**src/rtl/host_run_ctrl_pkg.sv**
```systemverilog
// Shared definitions for host_run_ctrl: state encoding and parameter defaults.
// RUN_TIMEOUT_EN selects whether the run-cycle limit is enforced.
package Definitions;

    localparam int DEF_DATA_PATH_WIDTH = 8;
    localparam int DEF_ADDR_WIDTH      = 8;
    localparam int DEF_RST_CYCLES      = 2;
    localparam int DEF_CNT_WIDTH       = 32;
    localparam int DEF_TIMEOUT_CYCLES  = 100000;

`ifdef RUN_TIMEOUT_EN
    localparam bit TIMEOUT_EN = 1'b1;
`else
    localparam bit TIMEOUT_EN = 1'b0;
`endif

    typedef enum logic [2:0] {
        IDLE,
        RST,
        START,
        RUN,
        DUMP,
        FIN,
        TOUT
    } host_state_t;

endpackage

```
**src/rtl/host_run_ctrl_if.sv**
```systemverilog
// Dump stream between host_run_ctrl (master) and the host-side consumer (slave).
interface host_run_ctrl_if #(
    parameter int DATA_PATH_WIDTH = Definitions::DEF_DATA_PATH_WIDTH,
    parameter int ADDR_WIDTH      = Definitions::DEF_ADDR_WIDTH
) ();

    logic                       out_valid;
    logic                       out_ready;
    logic [DATA_PATH_WIDTH-1:0] out_data;
    logic [ADDR_WIDTH-1:0]      out_addr;

    modport master (
        output out_valid,
        output out_data,
        output out_addr,
        input  out_ready
    );

    modport slave (
        input  out_valid,
        input  out_data,
        input  out_addr,
        output out_ready
    );

endinterface

```
**src/rtl/host_run_ctrl_run_timer.sv**
```systemverilog
// Saturating core run-length counter with the run-limit compare.
// The compare only asserts when RUN_TIMEOUT_EN is defined (see Definitions).
module run_timer
    import Definitions::*;
#(
    parameter int CNT_WIDTH      = DEF_CNT_WIDTH,
    parameter int TIMEOUT_CYCLES = DEF_TIMEOUT_CYCLES
) (
    input  logic                 clk,
    input  logic                 reset_n,
    input  logic                 clear,
    input  logic                 enable,
    output logic [CNT_WIDTH-1:0] count,
    output logic                 limit_hit
);

    localparam logic [CNT_WIDTH-1:0] ONE   = CNT_WIDTH'(1);
    localparam logic [CNT_WIDTH-1:0] LIMIT = CNT_WIDTH'(TIMEOUT_CYCLES - 1);

    always_ff @(posedge clk or negedge reset_n) begin
        if (!reset_n) begin
            count <= '0;
        end else if (clear) begin
            count <= '0;
        end else if (enable && (count != '1)) begin
            count <= count + ONE;
        end
    end

    // Fires during the run cycle that brings the count up to the limit.
    assign limit_hit = TIMEOUT_EN && (count >= LIMIT);

endmodule

```
**src/rtl/host_run_ctrl.sv**
```systemverilog
// Host-side run controller: resets and starts the core, times the run, then dumps a
// window of data memory over the stream. Optional run limit via RUN_TIMEOUT_EN.
module host_run_ctrl
    import Definitions::*;
#(
    parameter int DATA_PATH_WIDTH = DEF_DATA_PATH_WIDTH,
    parameter int ADDR_WIDTH      = DEF_ADDR_WIDTH,
    parameter int RST_CYCLES      = DEF_RST_CYCLES,
    parameter int CNT_WIDTH       = DEF_CNT_WIDTH,
    parameter int TIMEOUT_CYCLES  = DEF_TIMEOUT_CYCLES
) (
    input  logic                       clk,
    input  logic                       reset_n,
    input  logic                       go,
    input  logic [ADDR_WIDTH-1:0]      dump_base,
    input  logic [ADDR_WIDTH:0]        dump_len,
    output logic                       core_reset,
    output logic                       core_start,
    input  logic                       core_done,
    output logic [ADDR_WIDTH-1:0]      mem_raddr,
    input  logic [DATA_PATH_WIDTH-1:0] mem_rdata,
    host_run_ctrl_if.master            dump,
    output logic                       busy,
    output logic                       finished,
    output logic                       timeout,
    output logic [CNT_WIDTH-1:0]       cycle_count
);

    localparam int RW = (RST_CYCLES > 1) ? $clog2(RST_CYCLES) : 1;
    localparam logic [RW-1:0]         RST_LAST = RW'(RST_CYCLES - 1);
    localparam logic [RW-1:0]         RST_ONE  = RW'(1);
    localparam logic [ADDR_WIDTH-1:0] PTR_ONE  = ADDR_WIDTH'(1);
    localparam logic [ADDR_WIDTH:0]   LEN_ONE  = (ADDR_WIDTH + 1)'(1);

    host_state_t           state_q;
    host_state_t           state_d;
    logic [RW-1:0]         rst_cnt;
    logic [ADDR_WIDTH-1:0] base_q;
    logic [ADDR_WIDTH-1:0] ptr;
    logic [ADDR_WIDTH:0]   remaining;
    logic                  accept_go;
    logic                  timer_hit;

    assign accept_go = go && ((state_q == IDLE) || (state_q == FIN) || (state_q == TOUT));

    run_timer #(
        .CNT_WIDTH      (CNT_WIDTH),
        .TIMEOUT_CYCLES (TIMEOUT_CYCLES)
    ) u_run_timer (
        .clk       (clk),
        .reset_n   (reset_n),
        .clear     (state_q == START),
        .enable    (state_q == RUN),
        .count     (cycle_count),
        .limit_hit (timer_hit)
    );

    always_ff @(posedge clk or negedge reset_n) begin
        if (!reset_n) begin
            state_q <= IDLE;
        end else begin
            state_q <= state_d;
        end
    end

    always_comb begin
        state_d    = state_q;
        core_reset = 1'b0;
        core_start = 1'b0;
        busy       = 1'b0;
        finished   = 1'b0;
        dump.out_valid = 1'b0;
        mem_raddr  = base_q;
        case (state_q)
            IDLE, FIN, TOUT: begin
                core_reset = (state_q != FIN);
                finished   = (state_q == FIN);
                if (go) state_d = RST;
            end
            RST: begin
                core_reset = 1'b1;
                busy       = 1'b1;
                if (rst_cnt == RST_LAST) state_d = START;
            end
            START: begin
                core_start = 1'b1;
                busy       = 1'b1;
                state_d    = RUN;
            end
            RUN: begin
                busy = 1'b1;
                // A halt seen in the same cycle as the limit counts as a normal finish.
                if (core_done) begin
                    state_d = (remaining == '0) ? FIN : DUMP;
                end else if (timer_hit) begin
                    state_d = TOUT;
                end
            end
            DUMP: begin
                busy           = 1'b1;
                dump.out_valid = 1'b1;
                mem_raddr      = ptr;
                if (dump.out_ready && (remaining == LEN_ONE)) state_d = FIN;
            end
            default: state_d = IDLE;
        endcase
    end

    // Latched request, reset-hold counter and dump pointer/remaining count.
    always_ff @(posedge clk or negedge reset_n) begin
        if (!reset_n) begin
            rst_cnt   <= '0;
            base_q    <= '0;
            ptr       <= '0;
            remaining <= '0;
        end else if (accept_go) begin
            rst_cnt   <= '0;
            base_q    <= dump_base;
            ptr       <= dump_base;
            remaining <= dump_len;
        end else if (state_q == RST) begin
            rst_cnt <= rst_cnt + RST_ONE;
        end else if ((state_q == DUMP) && dump.out_ready) begin
            ptr       <= ptr + PTR_ONE;
            remaining <= remaining - LEN_ONE;
        end
    end

    assign dump.out_addr = ptr;
    assign dump.out_data = mem_rdata;

`ifdef RUN_TIMEOUT_EN
    assign timeout = (state_q == TOUT);
`else
    assign timeout = 1'b0;
`endif

endmodule

```
**src/flat_wrapper.sv**
```systemverilog
// flat-port wrapper written by rule: the top's interface ports become plain ports
module host_run_ctrl_flat import Definitions::*;
#(
    parameter int DATA_PATH_WIDTH = DEF_DATA_PATH_WIDTH,
    parameter int ADDR_WIDTH      = DEF_ADDR_WIDTH,
    parameter int RST_CYCLES      = DEF_RST_CYCLES,
    parameter int CNT_WIDTH       = DEF_CNT_WIDTH,
    parameter int TIMEOUT_CYCLES  = DEF_TIMEOUT_CYCLES
)
  (clk, reset_n, go, dump_base, dump_len, core_reset, core_start, core_done, mem_raddr, mem_rdata, busy, finished, timeout, cycle_count, dump_out_valid, dump_out_data, dump_out_addr, dump_out_ready);
  host_run_ctrl_if #(.DATA_PATH_WIDTH(DATA_PATH_WIDTH), .ADDR_WIDTH(ADDR_WIDTH)) dump_i ();
  input  logic clk;
  input  logic reset_n;
  input  logic go;
  input  logic [ADDR_WIDTH-1:0] dump_base;
  input  logic [ADDR_WIDTH:0] dump_len;
  output logic core_reset;
  output logic core_start;
  input  logic core_done;
  output logic [ADDR_WIDTH-1:0] mem_raddr;
  input  logic [DATA_PATH_WIDTH-1:0] mem_rdata;
  output logic busy;
  output logic finished;
  output logic timeout;
  output logic [CNT_WIDTH-1:0] cycle_count;
  output wire logic [$bits(dump_i.out_valid)-1:0] dump_out_valid;
  output wire logic [$bits(dump_i.out_data)-1:0] dump_out_data;
  output wire logic [$bits(dump_i.out_addr)-1:0] dump_out_addr;
  input wire logic [$bits(dump_i.out_ready)-1:0] dump_out_ready;
  assign dump_out_valid = dump_i.out_valid;
  assign dump_out_data = dump_i.out_data;
  assign dump_out_addr = dump_i.out_addr;
  assign dump_i.out_ready = dump_out_ready;
  host_run_ctrl #(.DATA_PATH_WIDTH(DATA_PATH_WIDTH), .ADDR_WIDTH(ADDR_WIDTH), .RST_CYCLES(RST_CYCLES), .CNT_WIDTH(CNT_WIDTH), .TIMEOUT_CYCLES(TIMEOUT_CYCLES)) u_core (.clk(clk), .reset_n(reset_n), .go(go), .dump_base(dump_base), .dump_len(dump_len), .core_reset(core_reset), .core_start(core_start), .core_done(core_done), .mem_raddr(mem_raddr), .mem_rdata(mem_rdata), .dump(dump_i), .busy(busy), .finished(finished), .timeout(timeout), .cycle_count(cycle_count));
endmodule
```
**config.mk**
```make
export PLATFORM = sky130hd
export DESIGN_NAME = host_run_ctrl_flat
export DESIGN_NICKNAME = d
export VERILOG_FILES = /design/src/rtl/host_run_ctrl_pkg.sv /design/src/rtl/host_run_ctrl_if.sv /design/src/rtl/host_run_ctrl_run_timer.sv /design/src/rtl/host_run_ctrl.sv /design/src/flat_wrapper.sv
export SDC_FILE = /design/constraint.sdc
export NUM_CORES = 1
export LEC_CHECK = 0
export BUFFER_PORTS_ARGS = -buffer_cell sky130_fd_sc_hd__buf_2
export CORE_MARGIN = 2
export CORE_UTILIZATION = 35
export CTS_BUF_LIST = sky130_fd_sc_hd__clkbuf_8
export CTS_CLUSTER_DIAMETER = 60
export DETAILED_ROUTE_END_ITERATION = 10
export PLACE_DENSITY_LB_ADDON = 0.12
export SYNTH_ARGS = -nofsm -noshare
export SYNTH_HDL_FRONTEND = slang
export SYNTH_SLANG_ARGS = --single-unit
```
**constraint.sdc**
```tcl
create_clock -name clk -period 2.7 [get_ports clk]
set_input_delay 0.27 -clock clk [delete_from_list [all_inputs] [get_ports clk]]
set_output_delay 0.27 -clock clk [all_outputs]
set_load 0.005 [all_outputs]
```
Word level (Yosys, flattened, before mapping)

Index checks and enable logic that the tools add are counted.

Add/subtract/negate cells: 4
$mul: 0
Divide/modulo/power cells: 0
Order comparisons: 0
Equal/unequal tests: 14
Shifts and indexed selects: 0
Mux-type cells: 22
Bitwise logic cells: 0
Reductions and logical operators: 15

Operator list:

| cell                                                                     | number |
|---|---|
| 32-bit two-way mux                                                       | 2 |
| 32-bit by 1-bit adder with 32-bit output (second input constant)         | 1 |
| 8-bit two-way mux                                                        | 4 |
| 32-bit inequality test (second input constant)                           | 1 |
| 9-bit two-way mux                                                        | 3 |
| 3-bit one-hot mux with 5 select lines                                    | 1 |
| 3-bit two-way mux                                                        | 4 |
| 3-bit equality test (second input constant)                              | 3 |
| 9-bit by 1-bit equality test with 1-bit output (second input constant)   | 1 |
| 9-bit zero test                                                          | 1 |
| 9-bit by 1-bit subtractor with 9-bit output (second input constant)      | 1 |
| 8-bit by 1-bit adder with 8-bit output (second input constant)           | 1 |
| 1-bit two-way mux                                                        | 7 |
| 3-bit by 2-bit equality test with 1-bit output (second input constant)   | 2 |
| 2-bit by 1-bit inequality test with 1-bit output (second input constant) | 3 |
| 2-bit nonzero test                                                       | 3 |
| 1-bit logical AND                                                        | 4 |
| 2-bit inequality test (second input constant)                            | 2 |
| 4-bit AND reduction                                                      | 1 |
| 4-bit OR reduction                                                       | 1 |
| 3-bit by 1-bit equality test with 1-bit output (second input constant)   | 1 |
| 3-bit zero test                                                          | 1 |
| 3-bit inequality test (second input constant)                            | 1 |
| 3-bit OR reduction                                                       | 1 |
| other kinds (4)                                                          | 5 |

Register bits: 61
Bits in latches: 0
RAM bits: 0
ROM bits: 0
Input bits: 30
Output and inout bits: 62
Logic and storage cells: 61
Memories kept: 0

Longest topological paths before layout

Gate-level depths: netlist of run 1.

Depth after elaboration: 6
Mapped depth: 9
Mapped depth without buffers: 6

Hierarchy

From an unflattened synthesis of run 1, not the netlist that was laid out.

Cells, all modules: 378
Area, all modules: 3706.1 um^2

Modules (own cells, without submodules):

| module        | times used | cells each | area each (um^2) | sequential area each (um^2) |
|---|---|---|---|---|
| run_timer     | 1          | 200        | 1865.5           | 800.8 |
| host_run_ctrl | 1          | 178        | 1840.5           | 725.7 |

Least setup slack after synthesis of run 1

OpenSTA, ideal clock, no wires.

Path type: register to register
Start: register u_core.u_run_timer.count[16]
End: register u_core.u_run_timer.count[25]
Library setup time: 0.078 ns
Arrival time: 1.988 ns
Required time: 2.622 ns
Path slack: 0.634 ns
Stages on the path, launching flop included: 7
Buffers on the path: 1
Period minus slack after synthesis: 2.066 ns
Path through: dfrtp_1 -> and4_4 -> nand3_2 -> or4_1 -> buf_2 -> or4_1 -> a21oi_1

Word-level cells in the longest chain between the ends: 3
Elaborated cells on any way between the ends: 6
Classes of those cells: add/sub (1); eq/ne (1); mux (2); reduce/logical (2)

Ends and longest elaborated chain:

| element                                                                                   | line                                                         | text |
|---|---|---|
| start, declared                                                                           | host_run_ctrl_run_timer.sv:13                                | `output logic [CNT_WIDTH-1:0] count,` |
| start signal, assigned                                                                    | host_run_ctrl_run_timer.sv:26                                | `count <= count + ONE;` |
| 32-bit by 1-bit adder with 32-bit output / 32-bit inequality test (equally long branches) | host_run_ctrl_run_timer.sv:26, host_run_ctrl_run_timer.sv:25 |  |
| 32-bit two-way mux / 1-bit logical AND (equally long branches)                            | host_run_ctrl_run_timer.sv:25                                | `end else if (enable && (count != '1)) begin` |
| 32-bit two-way mux / 2-bit nonzero test (equally long branches)                           | --                                                           |  |

Parallel ways exist; a longest one is shown, timed or not. The select of a mux whose other input is x is not followed.
A chain may end at the register's enable or synchronous reset.

Worst setup path after layout of run 1

Start: register u_core.state_q[1]
End: output core_start

Word-level cells in the longest chain between the ends: 2

Ends and longest elaborated chain:

| element                                        | line                | text |
|---|---|---|
| start, declared                                | host_run_ctrl.sv:35 | `host_state_t state_q;` |
| start signal, assigned                         | host_run_ctrl.sv:62 | `state_q <= state_d;` |
| 3-bit by 2-bit equality test with 1-bit output | host_run_ctrl.sv:74 | `case (state_q)` |
| 1-bit two-way mux                              | host_run_ctrl.sv:74 |  |
| end, declared                                  | flat_wrapper.sv:18  | `output logic core_start;` |

No other way between the ends.

==> impl_metrics.env, run 1 <==
export IMPL_post_drt_wl_per_cell_um=14.7
export IMPL_skew_ps=8.90
export IMPL_most_frequent_standard_cell_in_the_layout_excluding_fill_and_tap_cells="sky130_fd_sc_hd__buf_2"
export IMPL_timing_hold_violations_final=0
export IMPL_syn_area_um2=3490
export IMPL_path_clk_slew_ps=70
export IMPL_critical_path_slowest_cell="sky130_fd_sc_hd__dfrtp_1"
export IMPL_tritoncts_clock_tree="yes"
export IMPL_antenna_violations_before_repair=0
export IMPL_critical_path_max_stage_delay_ps=620
export IMPL_grt_setup_unrepaired="false"
export IMPL_required_ps=2430
export IMPL_core_area_um2=9730
export IMPL_detailedPlacementHpwl_um=6240
export IMPL_insertion_delay_ps=340
export IMPL_final_design_area_no_fill_um2=4190
export IMPL_detailroute_via_count=3007
export IMPL_post_cts_hold_buffer_count=1
export IMPL_remaining_drc_errors=0
export IMPL_power_density_cell_area_nw_per_um2=850
export IMPL_ys_dominant_reg_cell="sky130_fd_sc_hd__dfrtp_1"
export IMPL_die_y_um=104
export IMPL_avgViaCountPerCell=5.15
export IMPL_worstMarginPinSlew_ps=969
export IMPL_period_minus_slack_ps=2470
export IMPL_timing_slew_headroom_pct=35.4
export IMPL_floorplan_row_count=36
export IMPL_outcome="finished, final reports clean"
export IMPL_yosys_register_bits=61
export IMPL_cp_max_fo=14
export IMPL_floorplan_initialDensity_pct=35.9
export IMPL_rd_place_congestion=0.801
export IMPL_worst_ep_arrival_time_ps=2200
export IMPL_mostFrequentLayoutCells="74 x sky130_fd_sc_hd__buf_2, 61 x sky130_fd_sc_hd__dfrtp_1, 58 x sky130_fd_sc_hd__nand2_1, 25 x sky130_fd_sc_hd__o21ai_0, 20 x sky130_fd_sc_hd__nor2_1"
export IMPL_grt_pass1_vias=2866
export IMPL_synth_enable_flop_cells=0
export IMPL_antenna_cells=0
export IMPL_post_cts_resized_instances=0
export IMPL_hp_class="primary input to flip-flop"
export IMPL_grt_first_pass_wirelength_um=14300
export IMPL_cts_htree_levels=3
export IMPL_slew_viol_final=0
export IMPL_number_of_iterations_in_the_first_detailed_routing_pass=4
export IMPL_port_buffers=74
export IMPL_grt_max_degree=33
export IMPL_synth_nets=411
export IMPL_peakVddDrop_v=0.000365
export IMPL_placedInstanceArea_um2=3950
export IMPL_die_x_extent_um=104
export IMPL_fillCellCount=1037
export IMPL_die_area_um2=10800
export IMPL_setup_tns_ps=0
export IMPL_path_cells="nor2b_1 -> buf_4 -> nand2b_1 -> inv_1 -> buf_2"
export IMPL_fmax_ghz=0.405
export IMPL_instance_count_of_the_mapped_netlist=377
export IMPL_unique_cell_type_count_in_the_yosys_netlist=57
export IMPL_initialDrtViolationCount=191
export IMPL_worstSetupStartpointType="flip-flop"
export IMPL_clkSinkCount=61
export IMPL_ctsLongestPathBuffers=2
export IMPL_max_cap_violations=0
export IMPL_grt_overflow_total=0
export IMPL_criticalPathCategory="flip-flop to primary output"
export IMPL_cts_buffers=9
export IMPL_worst_setup_path_end_kind="primary output"
export IMPL_antenna_left=0
export IMPL_layout_nets=480
export IMPL_timing_final_crit_share_pct=91.4
export IMPL_area_growth_pct=20.0
export IMPL_drive_gt1_share_pct=26.8
export IMPL_synth_seq_area_share_pct=43.7
export IMPL_finalSetupViolations=0
export IMPL_cts_root_buf="sky130_fd_sc_hd__clkbuf_8"
export IMPL_post_cts_setup_buffers=0
export IMPL_average_instance_area_after_synthesis_um2=9.27
export IMPL_cpLargestDelayFamily="buffers and inverters"
export IMPL_gr_usage_all_layers_pct=16.2
export IMPL_p_leak_nw=1.90
export IMPL_synth_warnings=0
export IMPL_worst_hold_slack_ps=130
export IMPL_async_set_or_reset_register_ratio_after_synthesis_pct=100
export IMPL_critPathBufInv=3
export IMPL_sum_of_routed_wire_length_over_all_layers_um=8570
export IMPL_num_io_pins=92
## state kept, by name (all words and copies together), names as in the netlist
signal                    flops
u_core.remaining              9
u_core.state_q                3
u_core.u_run_timer.count     32
u_core.rst_cnt                1
u_core.base_q                 8
u_core.dump.out_addr          8
## synthesized netlist by cell type, drive strengths merged, types with 2 or more instances
cell type | instances | area (um^2)
a31oi | 3 | 18.8
o211ai | 6 | 45.0
a22o | 2 | 17.5
or4 | 9 | 67.6
and2 | 3 | 18.8
xor2 | 11 | 96.3
inv | 8 | 30.0
and3 | 5 | 33.8
nand4 | 15 | 109
nor2b | 3 | 18.8
nand2 | 58 | 218
xnor2 | 16 | 140
a211oi | 2 | 15.0
and4 | 7 | 67.6
nand3 | 16 | 85.1
clkbuf | 10 | 37.5
dfrtp | 61 | 1530
or3 | 9 | 57.6
a41o | 2 | 20.0
mux2i | 3 | 30.0
ha | 4 | 50.1
buf | 14 | 101
o21ai | 25 | 125
a21oi | 16 | 80.1
o31ai | 7 | 52.6
mux2 | 10 | 113
nor3 | 5 | 30.0
nor2 | 20 | 75.1
nor4 | 8 | 50.1
## stage by stage
step	cells	setup WS, ps	total power, mW	utilization (%)
2_1_floorplan	377	634	2.24	-
3_3_place_gp	567	455	2.63	40.6
3_5_place_dp	567	376	2.65	40.6
4_1_cts	584	198	3.62	43.1
5_1_grt	584	4.49	3.86	43.1
6_report	584	232	3.56	43.1
## cell families (layout without fill, tap and decap cells)
group	after synthesis	count (layout)	synth area share (%)
compound gates	74	74	13.5
xor+xnor	27	27	6.77
fa+ha+maj	4	4	1.43
buf+inv	33	107	5.08
flops	61	61	43.7
mux	13	13	4.08
other cells	1	1	0.107
simple gates	164	164	25.4
## worst min-delay path, delay by kind of cell
| kind | cells | cell delay [ps] |
|---|---|---|
| AOI/OAI and AO/OA | 1 | 60 |
| buffers and inverters | 1 | 70 |
| and+or+nand+nor | 1 | 30 |
## final timing paths
check	startpoint	end	slack (ps)	cells past startpoint
worst max-delay path	u_core.state_q[1]	core_start	230	5
worst min-delay path	dump_len[0]	u_core.remaining[0]	130	3
worst max register to register	u_core.state_q[2]	u_core.dump.out_addr[5]	400	5
worst min register to register	u_core.base_q[4]	u_core.base_q[4]	480	2
max in group asynchronous	reset_n	u_core.dump.out_addr[1]	1490	3
min in group asynchronous	reset_n	u_core.state_q[1]	500	2
## metal layers
layer	wire, um	share of wire [%]	vias up	track usage (%)
li1	-	-	1507	-
met1	4190	49	1419	22.7
met2	3870	45	70	25.4
met3	386	4.5	11	3.13
met4	121	1.4	0	5.21
met5	0	0	-	0
## power breakdown
group	switching (mW)	internal, mW
Clock	0.378	0.570
Combinational	0.639	0.559
Sequential	0.278	1.14
Total	1.30	2.27
## final cells by class
cell class                 instances  area, um^2  area share (%)
clock buffer                      11         151            3.61
clock inverter                     5        82.6            1.97
inverter                           8        30.0           0.716
multi-input combinational        283        1800            42.8
sequential                        61        1530            36.4
tap                              133         166            3.97
timing repair buffer              83         440            10.5
Power figures use the tool's default switching activity.
==> run 2: changes to the inputs <==
clock period = 2.9 ns   (was 2.7 ns; I/O delays follow)
==> impl_metrics.env, run 2 (synthesized netlist as in run 1, its figures left out) <==
export IMPL_grt_first_pass_wirelength_um=14600
export IMPL_max_flop_register="u_core.u_run_timer.count"
export IMPL_totalPowerFinal_mw=3.23
export IMPL_grt_pass1_vias=2952
export IMPL_mostFrequentLayoutCells="74 x sky130_fd_sc_hd__buf_2, 61 x sky130_fd_sc_hd__dfrtp_1, 58 x sky130_fd_sc_hd__nand2_1, 25 x sky130_fd_sc_hd__o21ai_0, 20 x sky130_fd_sc_hd__nor2_1"
export IMPL_gr_usage_all_layers_pct=16.5
export IMPL_worstSetupStartpointType="flip-flop"
export IMPL_largest_registers="u_core.u_run_timer.count (32), u_core.remaining (9)"
export IMPL_seqCellArea_um2=1530
export IMPL_number_of_iterations_in_the_first_detailed_routing_pass=4
export IMPL_worst_ep_arrival_time_ps=2510
export IMPL_avgViaCountPerCell=5.12
export IMPL_antenna_cells=0
export IMPL_post_cts_hold_buffer_count=0
export IMPL_setup_tns_ps=0
export IMPL_multiInputGateArea_um2=1800
export IMPL_remaining_drc_errors=0
export IMPL_cts_htree_levels=3
export IMPL_fillCellCount=1000
export IMPL_die_x_extent_um=104
export IMPL_slew_viol_final=0
export IMPL_rd_place_congestion=0.801
export IMPL_p_leak_nw=1.89
export IMPL_fmax_ghz=0.445
export IMPL_max_cap_violations=0
export IMPL_detailroute_via_count=2979
export IMPL_grt_setup_unrepaired="false"
export IMPL_tritoncts_clock_tree="yes"
export IMPL_detailedPlacementHpwl_um=5960
export IMPL_grt_max_degree=62
export IMPL_initialDrtViolationCount=116
export IMPL_clkSinkCount=61
export IMPL_setup_worst_path_start="u_core.u_run_timer.count[10]"
export IMPL_core_area_um2=9730
export IMPL_post_cts_resized_instances=0
export IMPL_die_y_um=104
export IMPL_antenna_violations_before_repair=0
export IMPL_grt_use_met3_pct=3.26
export IMPL_layout_nets=479
export IMPL_ctsLongestPathBuffers=2
export IMPL_worst_setup_path_end_kind="flip-flop"
export IMPL_antenna_left=0
export IMPL_post_drt_wl_per_cell_um=14.5
export IMPL_grt_overflow_total=0
export IMPL_timing_final_crit_share_pct=77.6
export IMPL_use_met2_pct=26.2
export IMPL_use_met1_pct=22.6
export IMPL_finalSetupViolations=0
export IMPL_cp_max_fo=7
export IMPL_die_area_um2=10800
export IMPL_peakVddDrop_v=0.000465
export IMPL_worst_hold_slack_ps=100
export IMPL_preCtsSetupSlack_ps=577
export IMPL_period_minus_slack_ps=2250
export IMPL_path_clk_slew_ps=80
export IMPL_timing_hold_violations_final=0
export IMPL_post_cts_setup_buffers=0
export IMPL_worstMarginPinSlew_ps=958
export IMPL_final_design_utilization_pct=42.6
export IMPL_hp_class="primary input to asynchronous set/reset pin"
export IMPL_num_io_pins=92
export IMPL_floorplan_initialDensity_pct=35.9
export IMPL_top_usage_layer="met2"
export IMPL_timing_slew_headroom_pct=36.1
export IMPL_most_frequent_standard_cell_in_the_layout_excluding_fill_and_tap_cells="sky130_fd_sc_hd__buf_2"
export IMPL_power_density_cell_area_nw_per_um2=779
export IMPL_r2r_start="u_core.u_run_timer.count[10]"
export IMPL_criticalPathCategory="flip-flop to flip-flop"
export IMPL_outcome="finished, final reports clean"
export IMPL_port_buffers=74
export IMPL_required_ps=3160
export IMPL_skew_ps=13.3
export IMPL_cts_root_buf="sky130_fd_sc_hd__clkbuf_8"
export IMPL_flip_flop_count_of_the_largest_register_after_layout=32
export IMPL_floorplan_row_count=36
export IMPL_cts_buffers=9
export IMPL_drive_gt1_share_pct=26.7
export IMPL_setup_slack_ps=651
export IMPL_area_growth_pct=18.7
export IMPL_sum_of_routed_wire_length_over_all_layers_um=8450
export IMPL_insertion_delay_ps=340
==> run 2: final timing paths <==
check / depth (start not counted) / slack [ps] / to
setup / recovery: 5 / 650 / u_core.u_run_timer.count[25]
hold reg to reg: 2 / 480 / u_core.base_q[5]
max in group asynchronous: 2 / 2280 / u_core.base_q[3]
min in group clk: 3 / 150 / u_core.remaining[2]
hold / removal: 2 / 100 / u_core.u_run_timer.count[1]
setup reg to reg: 5 / 650 / u_core.u_run_timer.count[25]
==> run 2: power breakdown <==
| group | leakage (nW) | internal, mW | total, mW | switching, mW |
|---|---|---|---|---|
| clock network | 0.101 | 0.436 | 0.783 | 0.347 |
| registers | 0.805 | 1.06 | 1.33 | 0.274 |
| logic | 0.980 | 0.523 | 1.11 | 0.592 |
| total | 1.89 | 2.02 | 3.23 | 1.21 |
==> run 2: stage by stage <==
step	std cells	instance area (um^2)
after floorplan	377	3490
after global routing	582	4150
after CTS	582	4150
final	582	4150
after detailed placement	567	3950
after global placement	567	3950
==> run 2: layout make-up <==
class	instances	area share, %
multi-input combinational	283	43.3
sequential	61	36.8
timing repair buffer	82	10.4
tap	133	4.01
clock buffer	11	3.65
clock inverter	4	1.15
inverter	8	0.724
==> run 2: worst max-delay path: stages, from the launching register on <==
cell	delay, ps
sky130_fd_sc_hd__dfrtp_1	480
sky130_fd_sc_hd__and3_2	270
sky130_fd_sc_hd__nand2_1	150
sky130_fd_sc_hd__or4_1	610
sky130_fd_sc_hd__or4_1	500
sky130_fd_sc_hd__a21oi_1	160
==> run 2: metal layers <==
metal	share of wire, %	routed length [um]
met4	1.4	115
met2	45	3830
met1	49	4160
met5	0	0
met3	4.1	345
